===== src/rtl/mips_fetch_stage_pkg.sv =====
// Purpose : shared types and constants for the MIPS-lite instruction-fetch stage.
// Latency : n/a (package only).
// Backpressure: n/a (package only).
// Contents: address/word widths, PC increment, HALT opcode, NOP word, fetch FSM states,
//           IF/ID buffer struct and a HALT-detect helper.
package mips_fetch_stage_pkg;

   localparam int ADD_WIDTH         = 32;
   localparam int INSTRUCTION_WIDTH = 32;
   localparam int MEM_DEPTH         = 4096;

   // PC increment: bytes per instruction
   localparam logic [ADD_WIDTH-1:0]         BPI         = ADD_WIDTH'(4);
   localparam logic [5:0]                   HALT_OPCODE = 6'b010001;
   // Bubble is sll $0,$0,0, i.e. the all-zero word
   localparam logic [INSTRUCTION_WIDTH-1:0] NOP_WORD    = '0;

   typedef enum logic {
      ST_RUN  = 1'b0,
      ST_HALT = 1'b1
   } fetch_state_t;

   typedef struct packed {
      logic [ADD_WIDTH-1:0]         pc;
      logic [INSTRUCTION_WIDTH-1:0] instruct;
   } fetch_buf_t;

   function automatic logic is_halt(input logic [INSTRUCTION_WIDTH-1:0] instr);
      return instr[INSTRUCTION_WIDTH-1 -: 6] == HALT_OPCODE;
   endfunction

endpackage


===== src/rtl/mips_fetch_stage_if.sv =====
// Purpose : bundles the instruction-memory port and the IF/ID register outputs.
// Latency : n/a (wires only).
// Backpressure: none; stalling is a separate level input to the fetch stage.
// Signals : imem_addr (fetch byte address), imem_rdata (word at imem_addr, combinational),
//           if_valid / if_pc / if_instr (IF/ID contents). master = fetch stage, slave = memory/decode.
interface mips_fetch_stage_if;
   import mips_fetch_stage_pkg::*;

   logic [ADD_WIDTH-1:0]         imem_addr;
   logic [INSTRUCTION_WIDTH-1:0] imem_rdata;
   logic                         if_valid;
   logic [ADD_WIDTH-1:0]         if_pc;
   logic [INSTRUCTION_WIDTH-1:0] if_instr;

   modport master (
      output imem_addr,
      input  imem_rdata,
      output if_valid,
      output if_pc,
      output if_instr
   );

   modport slave (
      input  imem_addr,
      output imem_rdata,
      input  if_valid,
      input  if_pc,
      input  if_instr
   );

endinterface


===== src/rtl/mips_fetch_stage_pc_reg.sv =====
// Purpose : program counter (module fetch_pc_reg) with redirect, stall and halt hold.
// Latency : new PC visible one clock after the controlling inputs.
// Backpressure: i_stall or i_hold freezes the PC; i_redirect_valid overrides both.
// Ports   : i_clk, i_rst_n (sync, active-low), i_redirect_valid, i_redirect_pc,
//           i_stall, i_hold, o_pc.
module fetch_pc_reg
   import mips_fetch_stage_pkg::*;
(
   input  logic                 i_clk,
   input  logic                 i_rst_n,
   input  logic                 i_redirect_valid,
   input  logic [ADD_WIDTH-1:0] i_redirect_pc,
   input  logic                 i_stall,
   input  logic                 i_hold,
   output logic [ADD_WIDTH-1:0] o_pc
);

   logic [ADD_WIDTH-1:0] r_pc;
   logic [ADD_WIDTH-1:0] w_redirect_aligned;

   // Redirect targets are forced word-aligned; the low two bits are simply dropped.
   assign w_redirect_aligned = i_redirect_pc & ~ADD_WIDTH'(3);

   always_ff @(posedge i_clk) begin
      if (!i_rst_n) begin
         r_pc <= '0;
      end else if (i_redirect_valid) begin
         r_pc <= w_redirect_aligned;
      end else if (!i_stall && !i_hold) begin
         r_pc <= r_pc + BPI;  // wraps modulo 2^ADD_WIDTH
      end
   end

   assign o_pc = r_pc;

endmodule


===== src/rtl/mips_fetch_stage.sv =====
// Purpose : MIPS-lite IF stage: owns the PC, fetches one word per cycle, drives IF/ID.
// Latency : PC on imem_addr in cycle N, instruction on if_* after the edge ending cycle N.
// Backpressure: i_stall holds PC and IF/ID; i_redirect_valid overrides stall and HALT.
// Ports   : i_clk, i_rst_n (sync, active-low), i_stall, i_redirect_valid, i_redirect_pc,
//           bus (mips_fetch_stage_if.master), o_halted; o_fetch_count / o_stall_count
//           exist only when FETCH_STATS_EN is defined.
module mips_fetch_stage
   import mips_fetch_stage_pkg::*;
(
   input  logic                 i_clk,
   input  logic                 i_rst_n,
   input  logic                 i_stall,
   input  logic                 i_redirect_valid,
   input  logic [ADD_WIDTH-1:0] i_redirect_pc,
   mips_fetch_stage_if.master   bus,
   output logic                 o_halted
`ifdef FETCH_STATS_EN
   ,
   output logic [31:0]          o_fetch_count,
   output logic [31:0]          o_stall_count
`endif
);

   fetch_state_t         r_state;
   fetch_buf_t           r_ifid;
   logic                 r_if_valid;
   logic                 r_halted;
   logic [ADD_WIDTH-1:0] w_pc;
   logic                 w_is_halt;
   logic                 w_hold;

   assign w_is_halt = is_halt(bus.imem_rdata);
   // PC freezes once halted, and also on the edge that loads the HALT word itself.
   assign w_hold    = (r_state == ST_HALT) || w_is_halt;

   fetch_pc_reg u_pc_reg (
      .i_clk            (i_clk),
      .i_rst_n          (i_rst_n),
      .i_redirect_valid (i_redirect_valid),
      .i_redirect_pc    (i_redirect_pc),
      .i_stall          (i_stall),
      .i_hold           (w_hold),
      .o_pc             (w_pc)
   );

   // FSM, IF/ID register and halted flag share one priority chain:
   // reset > redirect > stall > normal fetch.
   always_ff @(posedge i_clk) begin
      if (!i_rst_n) begin
         r_state    <= ST_RUN;
         r_ifid     <= '0;
         r_if_valid <= 1'b0;
         r_halted   <= 1'b0;
      end else if (i_redirect_valid) begin
         // Flush; a HALT fetched in the branch shadow is discarded here.
         r_state    <= ST_RUN;
         r_ifid     <= '0;
         r_if_valid <= 1'b0;
         r_halted   <= 1'b0;
      end else if (i_stall) begin
         r_state    <= r_state;
      end else if (r_state == ST_RUN) begin
         r_ifid     <= '{pc: w_pc, instruct: bus.imem_rdata};
         r_if_valid <= 1'b1;
         if (w_is_halt) begin
            r_state <= ST_HALT;
         end
      end else begin
         // Halted: keep feeding bubbles to decode.
         r_ifid     <= '{pc: '0, instruct: NOP_WORD};
         r_if_valid <= 1'b0;
         r_halted   <= 1'b1;
      end
   end

`ifdef FETCH_STATS_EN
   logic [31:0] r_fetch_count;
   logic [31:0] r_stall_count;

   always_ff @(posedge i_clk) begin
      if (!i_rst_n) begin
         r_fetch_count <= '0;
         r_stall_count <= '0;
      end else if (!i_redirect_valid) begin
         if (i_stall) begin
            r_stall_count <= r_stall_count + 32'd1;
         end else if (r_state == ST_RUN) begin
            r_fetch_count <= r_fetch_count + 32'd1;
         end
      end
   end

   assign o_fetch_count = r_fetch_count;
   assign o_stall_count = r_stall_count;
`endif

   assign bus.imem_addr = w_pc;
   assign bus.if_valid  = r_if_valid;
   assign bus.if_pc     = r_ifid.pc;
   assign bus.if_instr  = r_ifid.instruct;
   assign o_halted      = r_halted;

endmodule


===== src/flat_wrapper.sv =====
// flat-port wrapper written by rule: the top's interface ports become plain ports
module mips_fetch_stage_flat import mips_fetch_stage_pkg::*;
  (i_clk, i_rst_n, i_stall, i_redirect_valid, i_redirect_pc, o_halted, bus_imem_addr, bus_imem_rdata, bus_if_valid, bus_if_pc, bus_if_instr);
  mips_fetch_stage_if bus_i ();
  input  logic i_clk;
  input  logic i_rst_n;
  input  logic i_stall;
  input  logic i_redirect_valid;
  input  logic [ADD_WIDTH-1:0] i_redirect_pc;
  output logic o_halted;
  output wire logic [$bits(bus_i.imem_addr)-1:0] bus_imem_addr;
  input wire logic [$bits(bus_i.imem_rdata)-1:0] bus_imem_rdata;
  output wire logic [$bits(bus_i.if_valid)-1:0] bus_if_valid;
  output wire logic [$bits(bus_i.if_pc)-1:0] bus_if_pc;
  output wire logic [$bits(bus_i.if_instr)-1:0] bus_if_instr;
  assign bus_imem_addr = bus_i.imem_addr;
  assign bus_i.imem_rdata = bus_imem_rdata;
  assign bus_if_valid = bus_i.if_valid;
  assign bus_if_pc = bus_i.if_pc;
  assign bus_if_instr = bus_i.if_instr;
  mips_fetch_stage u_core (.i_clk(i_clk), .i_rst_n(i_rst_n), .i_stall(i_stall), .i_redirect_valid(i_redirect_valid), .i_redirect_pc(i_redirect_pc), .bus(bus_i), .o_halted(o_halted));
endmodule

===== config.mk =====
export PLATFORM = sky130hd
export DESIGN_NAME = mips_fetch_stage_flat
export DESIGN_NICKNAME = d
export VERILOG_FILES = /design/src/rtl/mips_fetch_stage_pkg.sv /design/src/rtl/mips_fetch_stage_if.sv /design/src/rtl/mips_fetch_stage_pc_reg.sv /design/src/rtl/mips_fetch_stage.sv /design/src/flat_wrapper.sv
export SDC_FILE = /design/constraint.sdc
export NUM_CORES = 1
export LEC_CHECK = 0
export BUFFER_PORTS_ARGS = -buffer_cell sky130_fd_sc_hd__buf_2
export CAP_MARGIN = 15
export CORE_MARGIN = 3
export CORE_UTILIZATION = 35
export DETAILED_ROUTE_END_ITERATION = 6
export SYNTH_ARGS = -nofsm -noshare
export SYNTH_HDL_FRONTEND = slang
export SYNTH_SLANG_ARGS = --single-unit

===== constraint.sdc =====
create_clock -name i_clk -period 3.3 [get_ports i_clk]
set_input_delay 0.33 -clock i_clk [delete_from_list [all_inputs] [get_ports i_clk]]
set_output_delay 0.33 -clock i_clk [all_outputs]
set_load 0.02 [all_outputs]

==> metrics.md, run 1 <==
| Metric | Value |
|---|---|
| Synth Area per Inst | `8.56 um2` |
| Most common cell after layout, fill and taps aside | `buf_2` |
| Nets@finish | `700` |
| Max_cap viols | `0` |
| Critical Path End | `u_core.u_pc_reg.o_pc[29]` |
| Pwr dens | `490 nW/um2` |
| Final min period | `about 2100 ps` |
| CP Cell Sequence | `and4_1, nand4_1, or2_0, a211oi_1` |
| Post-place setup slack | `~1100 ps` |
| CTS max path bufs | `2` |
| DPL Wire Length | `9.40 mm` |
| ANT cells | `0` |
| Hold Buf Count CTS | `0` |
| Max-slew violations | `0` |
| Drt wl/cell | `approximately 17 um` |
| P_leak | `2.34 nW` |
| FF-to-FF End | `u_core.u_pc_reg.o_pc[29]` |
| H-tree depth | `3` |
| Post-route ant nets | `0` |
| Iter 0 DRT Violations | `391` |
| TritonCTS sink count | `95` |
| Startpoint Class | `flop` |
| Vias/cell | `5.52` |
| CP Buf/Inv Count | `0` |
| Seq/Total Area, Yosys | `45.0%` |
| Comb pwr share | `12.4%` |
| Clock root cell | `clkbuf_16` |
| Period utilization | `64.9%` |
| M3 GR Usage | `6.95%` |
| Met1 global-route usage | `between 20% and 30%` |
| Clock Skew | `6.88 ps` |
| CTS resizes | `0` |
| Initial antenna violation count | `0` |
| Worst skew pair latency | `340 ps` |
| Setup TNS Final | `0 ps` |
| Final WS setup | `1160 ps` |
| Setup violations, final | `0` |
| Core Footprint | `11600 um2` |
| # fillers | `1150` |
| Fin cells | `779` |
| Yosys cell types | `51` |
| Starting density of the core | `36.4%` |
| Met2 Usage GRT | `29.1%` |
| Rows | `39` |
| Hold Vio Cnt, Final | `0` |
| Core Util, Final | `46.6%` |
| Slew Limit Headroom | `49.9%` |
| Switching share of power | `25.9%` |
| Worst-margin pin slew | `between 700 and 800 ps` |
| Gr busiest metal | `met2` |
| EDFF count, synth | `0` |
| Clock power share | `40.7%` |
| Crit path depth | `4` |
| Crit. End Element | `flop` |
| P_sw | `687 uW` |
| GP Congestion | `approximately 0.87` |
| Register area | `1900 um2` |
| First-pass GRT wire length | `~20 mm` |
| Area grow syn2layout | `28.2%` |
| Reg2Reg Setup Slack | `1160 ps` |
| CTS tree | `built` |
| CP max FO | `9` |
| Number of global-route vias before repair | `3906` |
| Reg clk slew, reported paths | `70 ps` |
| Worst min path class | `input port to flop` |
| #FFs+latches synth | `95` |
| Share of async-settable or async-resettable flops after synthesis | `0%` |
| GR Overflow Total | `0` |
| Run status | `finished clean` |
| Top FF cell, synth | `dfxtp_1` |
| Die Wd | `between 100 and 150 um` |
| Pint | `a little under 2 mW` |
| Die H | `116 um` |
| Mapped Area | `~4200 um2` |
| Setup Fix Bufs, Post-CTS | `0` |
| Arrival @ worst endpoint | `2390 ps` |
| IO Pins | `166` |
| CP peak stage delay | `460 ps` |
| DR DRC count | `0` |
| Critical path type | `flop to flop` |
| Cts bufs inserted | `9` |
| Total track usage | `19.0%` |
| RSZ-0062 raised after global routing | `no` |
| Multi-input logic area | `2110 um2` |
| Slowest CP cell | `dfxtp_1` |
| Placed insts | `763` |
| Top achievable clock speed | `467 MHz` |
| Flop pwr share | `46.9%` |
| Peak VDD IR | `approximately 0.23 mV` |
| Wirelength, routed | `between 10 and 15 mm` |
| Largest net degree at the start of global routing | `46` |
| Total vias in the final route | `4297` |
| Drt first pass iters | `5` |
| Worst R2R Start | `u_core.u_pc_reg.o_pc[12]` |
| Synth warn | `0` |
| Worst setup startpoint | `u_core.u_pc_reg.o_pc[12]` |
| DIE AREA | `13400 um2` |
| Worst reg2reg path depth | `4` |
| Most frequent cells in the layout | `buf_2 (159), dfxtp_1 (95), nor2_1 (75)` |
| Kind of cell adding the most delay to the critical path | `simple AND/OR/NAND/NOR gates` |
| Critical path required time | `3550 ps` |
| PortBufs | `159` |
| Layout cell share with drive strength beyond 1 | `30.2%` |
| Cells after Synth | `494` |
==> cell type report <==
class | count | area share, %
Clock inverter | 3 | 0.739
Inverter | 5 | 0.347
Sequential cell | 95 | 35.1
Tap cell | 143 | 3.30
Timing Repair Buffer | 169 | 16.5
Clock buffer | 13 | 4.99
Multi-Input combinational cell | 351 | 39.0
==> metrics by stage <==
step	hold slack [ps]	power (mW)	cell area [um2]
floorplan	474	1.46	4240
global placement	450	1.59	5110
detailed placement	459	1.60	5110
CTS	207	2.70	5420
global route	230	2.77	5420
finish	222	2.65	5420
==> worst min-delay path: stages <==
cell and delay, ps:
buf_2 80, a22oi_1 50, nor2_1 70
==> power groups by stage <==
| stage | logic, mW | registers, mW | clock network [mW] |
|---|---|---|---|
| 2_1_floorplan | 0.157 | 1.31 | 0 |
| 3_3_place_gp | 0.324 | 1.27 | 0 |
| 3_5_place_dp | 0.330 | 1.27 | 0 |
| 4_1_cts | 0.331 | 1.24 | 1.12 |
| 5_1_grt | 0.362 | 1.25 | 1.15 |
| 6_report | 0.329 | 1.24 | 1.08 |
==> metal layers <==
layer  vias to the layer above  wire length (um)  part of all wire, %
li1                       2111                 -                    -
met1                      2009              5910                   45
met2                       160              5940                   45
met3                        17              1080                  8.2
met4                         0               231                  1.8
met5                         -                 0                    0
==> cell usage after synthesis (4+ instances only) <==
master	number	area [um2]
and3_1	10	62.6
a21oi_1	26	130
buf_4	5	37.5
nor4_1	7	43.8
nor3b_1	14	105
xnor2_1	4	35.0
o21ai_0	28	140
o31ai_1	6	45.0
a22oi_1	46	345
or4_1	8	60.1
nor2_1	76	285
buf_1	4	15.0
nor3_1	10	50.1
and2_1	4	25.0
a31oi_1	8	50.1
inv_1	5	18.8
nor4b_1	5	43.8
nand2_1	17	63.8
nand4_1	6	37.5
nand3_1	15	75.1
and4_1	6	52.6
dfxtp_1	95	1900
clkbuf_1	32	120
a211oi_1	12	90.1
==> state kept, by name, summed over array words and instances (netlist names) <==
signal,flops
u_core.bus.if_valid,1
u_core.r_state,1
u_core.o_halted,1
u_core.bus.if_instr,32
u_core.u_pc_reg.o_pc,30
u_core.bus.if_pc,30
==> kinds of logic after synthesis <==
kind of cell | share of synthesized area (%)
and+or+nand+nor | 23.6
other | 0.0887
buffers and inverters | 5.57
xor gates and xnor gates | 1.04
AOI/OAI and AO/OA | 24.2
DFF | 45.0
adders and majority gates | 0.296
muxes | 0.237
==> worst min-delay path by stage <==
stage	from	end	cells after the start
final	bus_imem_rdata[16]	u_core.bus.if_instr[16]	3
after global routing	bus_imem_rdata[14]	u_core.bus.if_instr[14]	3
after CTS	bus_imem_rdata[17]	u_core.bus.if_instr[17]	3
after detailed placement	u_core.o_halted	u_core.o_halted	2
after global placement	u_core.o_halted	u_core.o_halted	2
after floorplan	bus_imem_rdata[0]	u_core.bus.if_instr[0]	2
No activity file was read; power rests on OpenSTA's default activity.
==> run 2: changes to the inputs <==
==> constraint.sdc (replaced) <==
create_clock -name i_clk -period 1.8 [get_ports i_clk]
set_input_delay 0.18 -clock i_clk [delete_from_list [all_inputs] [get_ports i_clk]]
set_output_delay 0.18 -clock i_clk [all_outputs]
set_load 0.02 [all_outputs]
==> metrics.md, run 2 (synthesized netlist as in run 1, its figures left out) <==
| Metric | Value |
|---|---|
| Run status | `finished clean` |
| Arrival @ worst endpoint | `2040 ps (-350 ps)` |
| Setup violations, final | `0 (unchanged)` |
| Rows | `39 (unchanged)` |
| GR Overflow Total | `0 (unchanged)` |
| DPL Wire Length | `9.85 mm (+4.9%)` |
| Peak VDD IR | `0.532 mV (+130%)` |
| CP Cell Sequence | `and4_1, nand4_1, buf_4, or4_1, a31oi_1` |
| H-tree depth | `3 (unchanged)` |
| Drt wl/cell | `16.6 um (-1.7%)` |
| Reg clk slew, reported paths | `70 ps (about the same)` |
| IO Pins | `166 (unchanged)` |
| Hold path start | `bus_imem_rdata[22]` |
| ANT cells | `0 (unchanged)` |
| Pwr dens | `879 nW/um2 (+80%)` |
| Worst-margin pin slew | `812 ps (+71.1 ps)` |
| Vias/cell | `5.38 (-2.4%)` |
| Core Util, Final | `49.6% (+3.0 points)` |
| CP max FO | `5 (-4)` |
| Core Footprint | `11600 um2 (unchanged)` |
| Startpoint Class | `flop` |
| Clock Skew | `6.05 ps (-0.824 ps)` |
| Hold endpoint | `u_core.bus.if_instr[22]` |
| PortBufs | `159 (unchanged)` |
| DIE AREA | `13400 um2 (unchanged)` |
| DR DRC count | `0 (unchanged)` |
| Total track usage | `19.5% (+0.54 points)` |
| Die Wd | `116 um (unchanged)` |
| Max-slew violations | `0 (unchanged)` |
| Worst setup startpoint | `u_core.u_pc_reg.o_pc[10]` |
| RSZ-0062 raised after global routing | `no` |
| Hold Buf Count CTS | `0 (unchanged)` |
| Starting density of the core | `36.4% (unchanged)` |
| GP Congestion | `0.838 (-3.3%)` |
| Crit. End Element | `flop` |
| Largest net degree at the start of global routing | `81 (+76%)` |
| CP peak stage delay | `460 ps (about the same)` |
| Iter 0 DRT Violations | `296 (-24%)` |
| Register area | `1900 um2 (+0.13%)` |
| Hold Vio Cnt, Final | `0 (unchanged)` |
| Drt first pass iters | `5 (unchanged)` |
| CTS max path bufs | `2 (unchanged)` |
| TritonCTS sink count | `95 (unchanged)` |
| # fillers | `1159 (+0.78%)` |
| Reg2Reg Setup Slack | `30 ps (-1130 ps)` |
| P_leak | `2.55 nW (+8.9%)` |
| Clock root cell | `clkbuf_16` |
| Post-place setup slack | `-128 ps (-1230 ps)` |
| Cts bufs inserted | `9 (unchanged)` |
| Total vias in the final route | `4424 (+3.0%)` |
| CTS tree | `built` |
| Final WS setup | `33.5 ps (-1130 ps)` |
| Slew Limit Headroom | `45.8% (-4.0 points)` |
| Max_cap viols | `0 (unchanged)` |
| FF-to-FF End | `u_core.u_pc_reg.o_pc[21]` |
| Nets@finish | `744 (+6.3%)` |
| Worst skew pair latency | `340 ps (about the same)` |
| Layout cell share with drive strength beyond 1 | `35.6% (+5.5 points)` |
| Slowest CP cell | `or4_1` |
| Post-route ant nets | `0 (unchanged)` |
| Worst reg2reg path depth | `5 (+1)` |
| Hold path depth | `3 (unchanged)` |
| First-pass GRT wire length | `20.7 mm (+2.2%)` |
| Worst R2R Start | `u_core.u_pc_reg.o_pc[10]` |
| Multi-input logic area | `2130 um2 (+0.71%)` |
| Number of global-route vias before repair | `3971 (+1.7%)` |
| Final min period | `1770 ps (-375 ps)` |
| Top achievable clock speed | `566 MHz (+21%)` |
| Initial antenna violation count | `0 (unchanged)` |
| Most frequent cells in the layout | `buf_2 (159), dfxtp_1 (93), nor2_1 (75)` |
| Wirelength, routed | `13.6 mm (+3.7%)` |
| Critical path type | `flop to flop` |
| Area grow syn2layout | `36.3%` |
| Die H | `116 um (unchanged)` |
| Most common cell after layout, fill and taps aside | `buf_2` |
| Worst min path class | `input port to flop` |
| Max FFs per register | `32 (unchanged)` |
| Critical path required time | `2070 ps (-1480 ps)` |
| Period utilization | `98.1% (+33 points)` |
[run 2: through the flow]
step / cell area, um2 / TNS, ps / power (mW) / std cells / hold slack (ps)
floorplan: 4240 / 0 / 2.68 / 497 / 324
global placement: 5380 / -403 / 2.98 / 803 / 409
detailed placement: 5380 / -619 / 2.99 / 803 / 422
CTS: 5710 / 0 / 5.11 / 818 / 54.4
global route: 5760 / 0 / 5.25 / 822 / 73.4
finish: 5760 / 0 / 5.06 / 822 / 71.0
[run 2: worst max-delay path: cells and delay by family (launching register included)]
kind,cells,cell delay (ps)
AND/OR/NAND/NOR,3,920
flip-flops,1,400
buffers and inverters,1,190
AO/OA/AOI/OAI,1,180
[run 2: area by class of cell]
type / count / area share [%]
Multi-Input combinational cell: 351 / 36.9
Sequential cell: 95 / 33.1
Timing Repair Buffer: 213 / 20.9
Clock buffer: 12 / 4.63
Tap cell: 143 / 3.11
Clock inverter: 3 / 1.13
Inverter: 5 / 0.326
[run 2: worst max path at each step]
stage                                to  slack (ps)
3_5_place_dp   u_core.u_pc_reg.o_pc[28]        -130
5_1_grt        u_core.u_pc_reg.o_pc[20]           1
2_1_floorplan  u_core.u_pc_reg.o_pc[18]          30
3_3_place_gp   u_core.u_pc_reg.o_pc[28]         -90
4_1_cts        u_core.u_pc_reg.o_pc[15]          30
6_report       u_core.u_pc_reg.o_pc[21]          30
[run 2: where the power goes]
part,internal [mW],leakage [nW],switching [mW]
clock,1.32,0.165,0.795
combinational,0.279,1.61,0.422
sequential,2.18,0.777,0.0619
[run 2: routing by layer]
layer	GRT usage, %	part of all wire, %	vias to the layer above
li1	-	-	2191
met1	25.8	45	2060
met2	30.9	47	157
met3	6.48	7.3	16
met4	4.95	1.3	0
met5	0	0	-
[run 2: repair_timing]
item	4_1_cts	5_1_grt
endpoints found under the setup margin	1	14
setup buffers	0	4
endpoints found under the hold margin	0	0
gates resized for setup	1	6
pin swaps	0	2
==> run 3: changes to the inputs <==
--- a/config.mk
+++ b/config.mk
@@ -5,11 +5,13 @@
 export SDC_FILE = /design/constraint.sdc
 export NUM_CORES = 1
 export LEC_CHECK = 0
+export ABC_CLOCK_PERIOD_IN_PS = 1800
 export BUFFER_PORTS_ARGS = -buffer_cell sky130_fd_sc_hd__buf_2
 export CAP_MARGIN = 15
 export CORE_MARGIN = 3
 export CORE_UTILIZATION = 35
 export DETAILED_ROUTE_END_ITERATION = 6
+export HOLD_SLACK_MARGIN = 0.15
 export SYNTH_ARGS = -nofsm -noshare
 export SYNTH_HDL_FRONTEND = slang
 export SYNTH_SLANG_ARGS = --single-unit
==> metrics.md, run 3 (synthesized netlist as in run 1, its figures left out) <==
| Metric | Value |
|---|---|
| Design area | `6190 um2 (+7.5%)` |
| Post-place setup slack | `-128 ps (unchanged)` |
| Number of global-route vias before repair | `4235 (+6.6%)` |
| Max_cap viols | `0 (unchanged)` |
| Iter 0 DRT Violations | `314 (+6.1%)` |
| Largest net degree at the start of global routing | `81 (unchanged)` |
| Reg clk slew, reported paths | `70 ps (about the same)` |
| Die H | `116 um (unchanged)` |
| Clock Skew | `5.05 ps (-1.00 ps)` |
| CP Cell Sequence | `dlygate4sd3_1, buf_2, nand2b_1, buf_4, o211a_2, and3_1, a311oi_1` |
| Post-route ant nets | `0 (unchanged)` |
| TritonCTS sink count | `95 (unchanged)` |
| Starting density of the core | `36.4% (unchanged)` |
| Startpoint Class | `input port` |
| Max-slew violations | `0 (unchanged)` |
| DR DRC count | `0 (unchanged)` |
| Drt first pass iters | `5 (unchanged)` |
| Area grow syn2layout | `46.5%` |
| Vias/cell | `5.37 (-0.29%)` |
| Most frequent cells in the layout | `buf_2 (159), dfxtp_1 (93), nor2_1 (75)` |
| Rows | `39 (unchanged)` |
| Crit. End Element | `flop` |
| Max FFs per register | `32 (unchanged)` |
| CTS max path bufs | `2 (unchanged)` |
| IO Pins | `166 (unchanged)` |
| DPL Wire Length | `9.85 mm (unchanged)` |
| H-tree depth | `3 (unchanged)` |
| Clock root cell | `clkbuf_16` |
| Placed insts | `803 (unchanged)` |
| Arrival @ worst endpoint | `2030 ps (about the same)` |
| PortBufs | `159 (unchanged)` |
| Run status | `finished clean` |
| Peak VDD IR | `0.514 mV (-3.3%)` |
| Critical path required time | `2050 ps (-20 ps)` |
| Total vias in the final route | `4642 (+4.9%)` |
| Placed cell areas | `5380 um2 (unchanged)` |
| Core Footprint | `11600 um2 (unchanged)` |
| Critical path type | `input port to flop` |
| Worst skew pair latency | `340 ps (about the same)` |
| Slowest CP cell | `dlygate4sd3_1` |
| First-pass GRT wire length | `22.1 mm (+6.6%)` |
| Total track usage | `20.8% (+1.3 points)` |
| CP max FO | `12 (+7)` |
| Setup violations, final | `0 (unchanged)` |
| CTS tree | `built` |
| Initial antenna violation count | `0 (unchanged)` |
| GR Overflow Total | `0 (unchanged)` |
| Slew Limit Headroom | `46.3% (+0.45 points)` |
| Pwr dens | `830 nW/um2 (-5.6%)` |
| Wirelength, routed | `14.3 mm (+4.9%)` |
| P_leak | `2.72 nW (+6.8%)` |
| CP peak stage delay | `530 ps (+70 ps)` |
| Period utilization | `98.5% (+0.34 points)` |
| Final min period | `1770 ps (+6.17 ps)` |
| Most common cell after layout, fill and taps aside | `buf_2` |
| GP Congestion | `0.838 (unchanged)` |
| Setup TNS Final | `0 ps (unchanged)` |
| Nets@finish | `787 (+5.8%)` |
| Worst-margin pin slew | `806 ps (-6.76 ps)` |
| Cts bufs inserted | `9 (unchanged)` |
| Final WS setup | `27.3 ps (-6.17 ps)` |
| Hold Vio Cnt, Final | `0 (unchanged)` |
| Die Wd | `116 um (unchanged)` |
| ANT cells | `0 (unchanged)` |
| Layout cell share with drive strength beyond 1 | `33.5% (-2.1 points)` |
| Fin cells | `865 (+5.2%)` |
| Drt wl/cell | `16.6 um (-0.28%)` |
| DIE AREA | `13400 um2 (unchanged)` |
| Worst min path class | `input port to flop` |
| Top achievable clock speed | `564 MHz (-0.35%)` |
## run 3: cell count changes in the layout (fill, tap and decap cells not counted)
cell / delta
o211a_4: -1
o211a_2: +1
dlygate4sd3_1: +43
o211ai_2: -1
o211ai_4: +1
## run 3: area by class of cell
| cell class | count | area, um2 |
|---|---|---|
| fillers | 1114 | 5420 |
| multi-input cells | 351 | 2130 |
| flip-flops and latches | 95 | 1900 |
| repair buffers | 256 | 1630 |
| clock buffers | 12 | 267 |
| well taps | 143 | 179 |
| clock inverters | 3 | 65.1 |
| inverters | 5 | 18.8 |
## run 3: final timing paths
kind / from / to / slack, ps / cells past startpoint
max reg2reg: u_core.u_pc_reg.o_pc[10] / u_core.u_pc_reg.o_pc[21] / 30 / 5
min reg2reg: u_core.bus.if_valid / u_core.bus.if_valid / 480 / 2
min: i_redirect_pc[21] / u_core.u_pc_reg.o_pc[21] / 170 / 3
max: bus_imem_rdata[27] / u_core.u_pc_reg.o_pc[28] / 30 / 7
## run 3: report_power, final
| group | internal [mW] | leakage [nW] | total (mW) | switching, mW |
|---|---|---|---|---|
| clock | 1.32 | 0.165 | 2.11 | 0.790 |
| combinational | 0.340 | 1.78 | 0.780 | 0.440 |
| sequential | 2.18 | 0.777 | 2.25 | 0.0638 |
## run 3: per-layer routing
| layer | global-route usage [%] | vias up | wire length (um) |
|---|---|---|---|
| met5 | 0 | - | 0 |
| met4 | 4.41 | 0 | 117 |
| met3 | 6.06 | 14 | 949 |
| met2 | 34.1 | 160 | 6970 |
| met1 | 27.3 | 2190 | 6280 |
| li1 | - | 2278 | - |
## run 3: what timing repair did
item | in CTS | in global routing
resized for setup | 1 | 6
hold endpoints to repair | 43 | 0
gates cloned | 0 | 0
pin swaps | 0 | 3
buffers inserted | 0 | 4
hold buffers | 43 | 0
endpoints found under the setup margin | 1 | 14
## run 3: metrics by stage
stage	total power [mW]	hold WS, ps	utilization (%)
CTS	5.19	151	52.9
global route	5.33	157	53.3
finish	5.14	170	53.3
floorplan	2.68	324	-
global placement	2.98	409	46.3
detailed placement	2.99	422	46.3
## run 3: worst max-delay path: cells and delay by family
| kind | cells | cell delay (ps) |
|---|---|---|
| compound gates | 2 | 590 |
| simple gates | 2 | 400 |
| buf+inv | 3 | 860 |
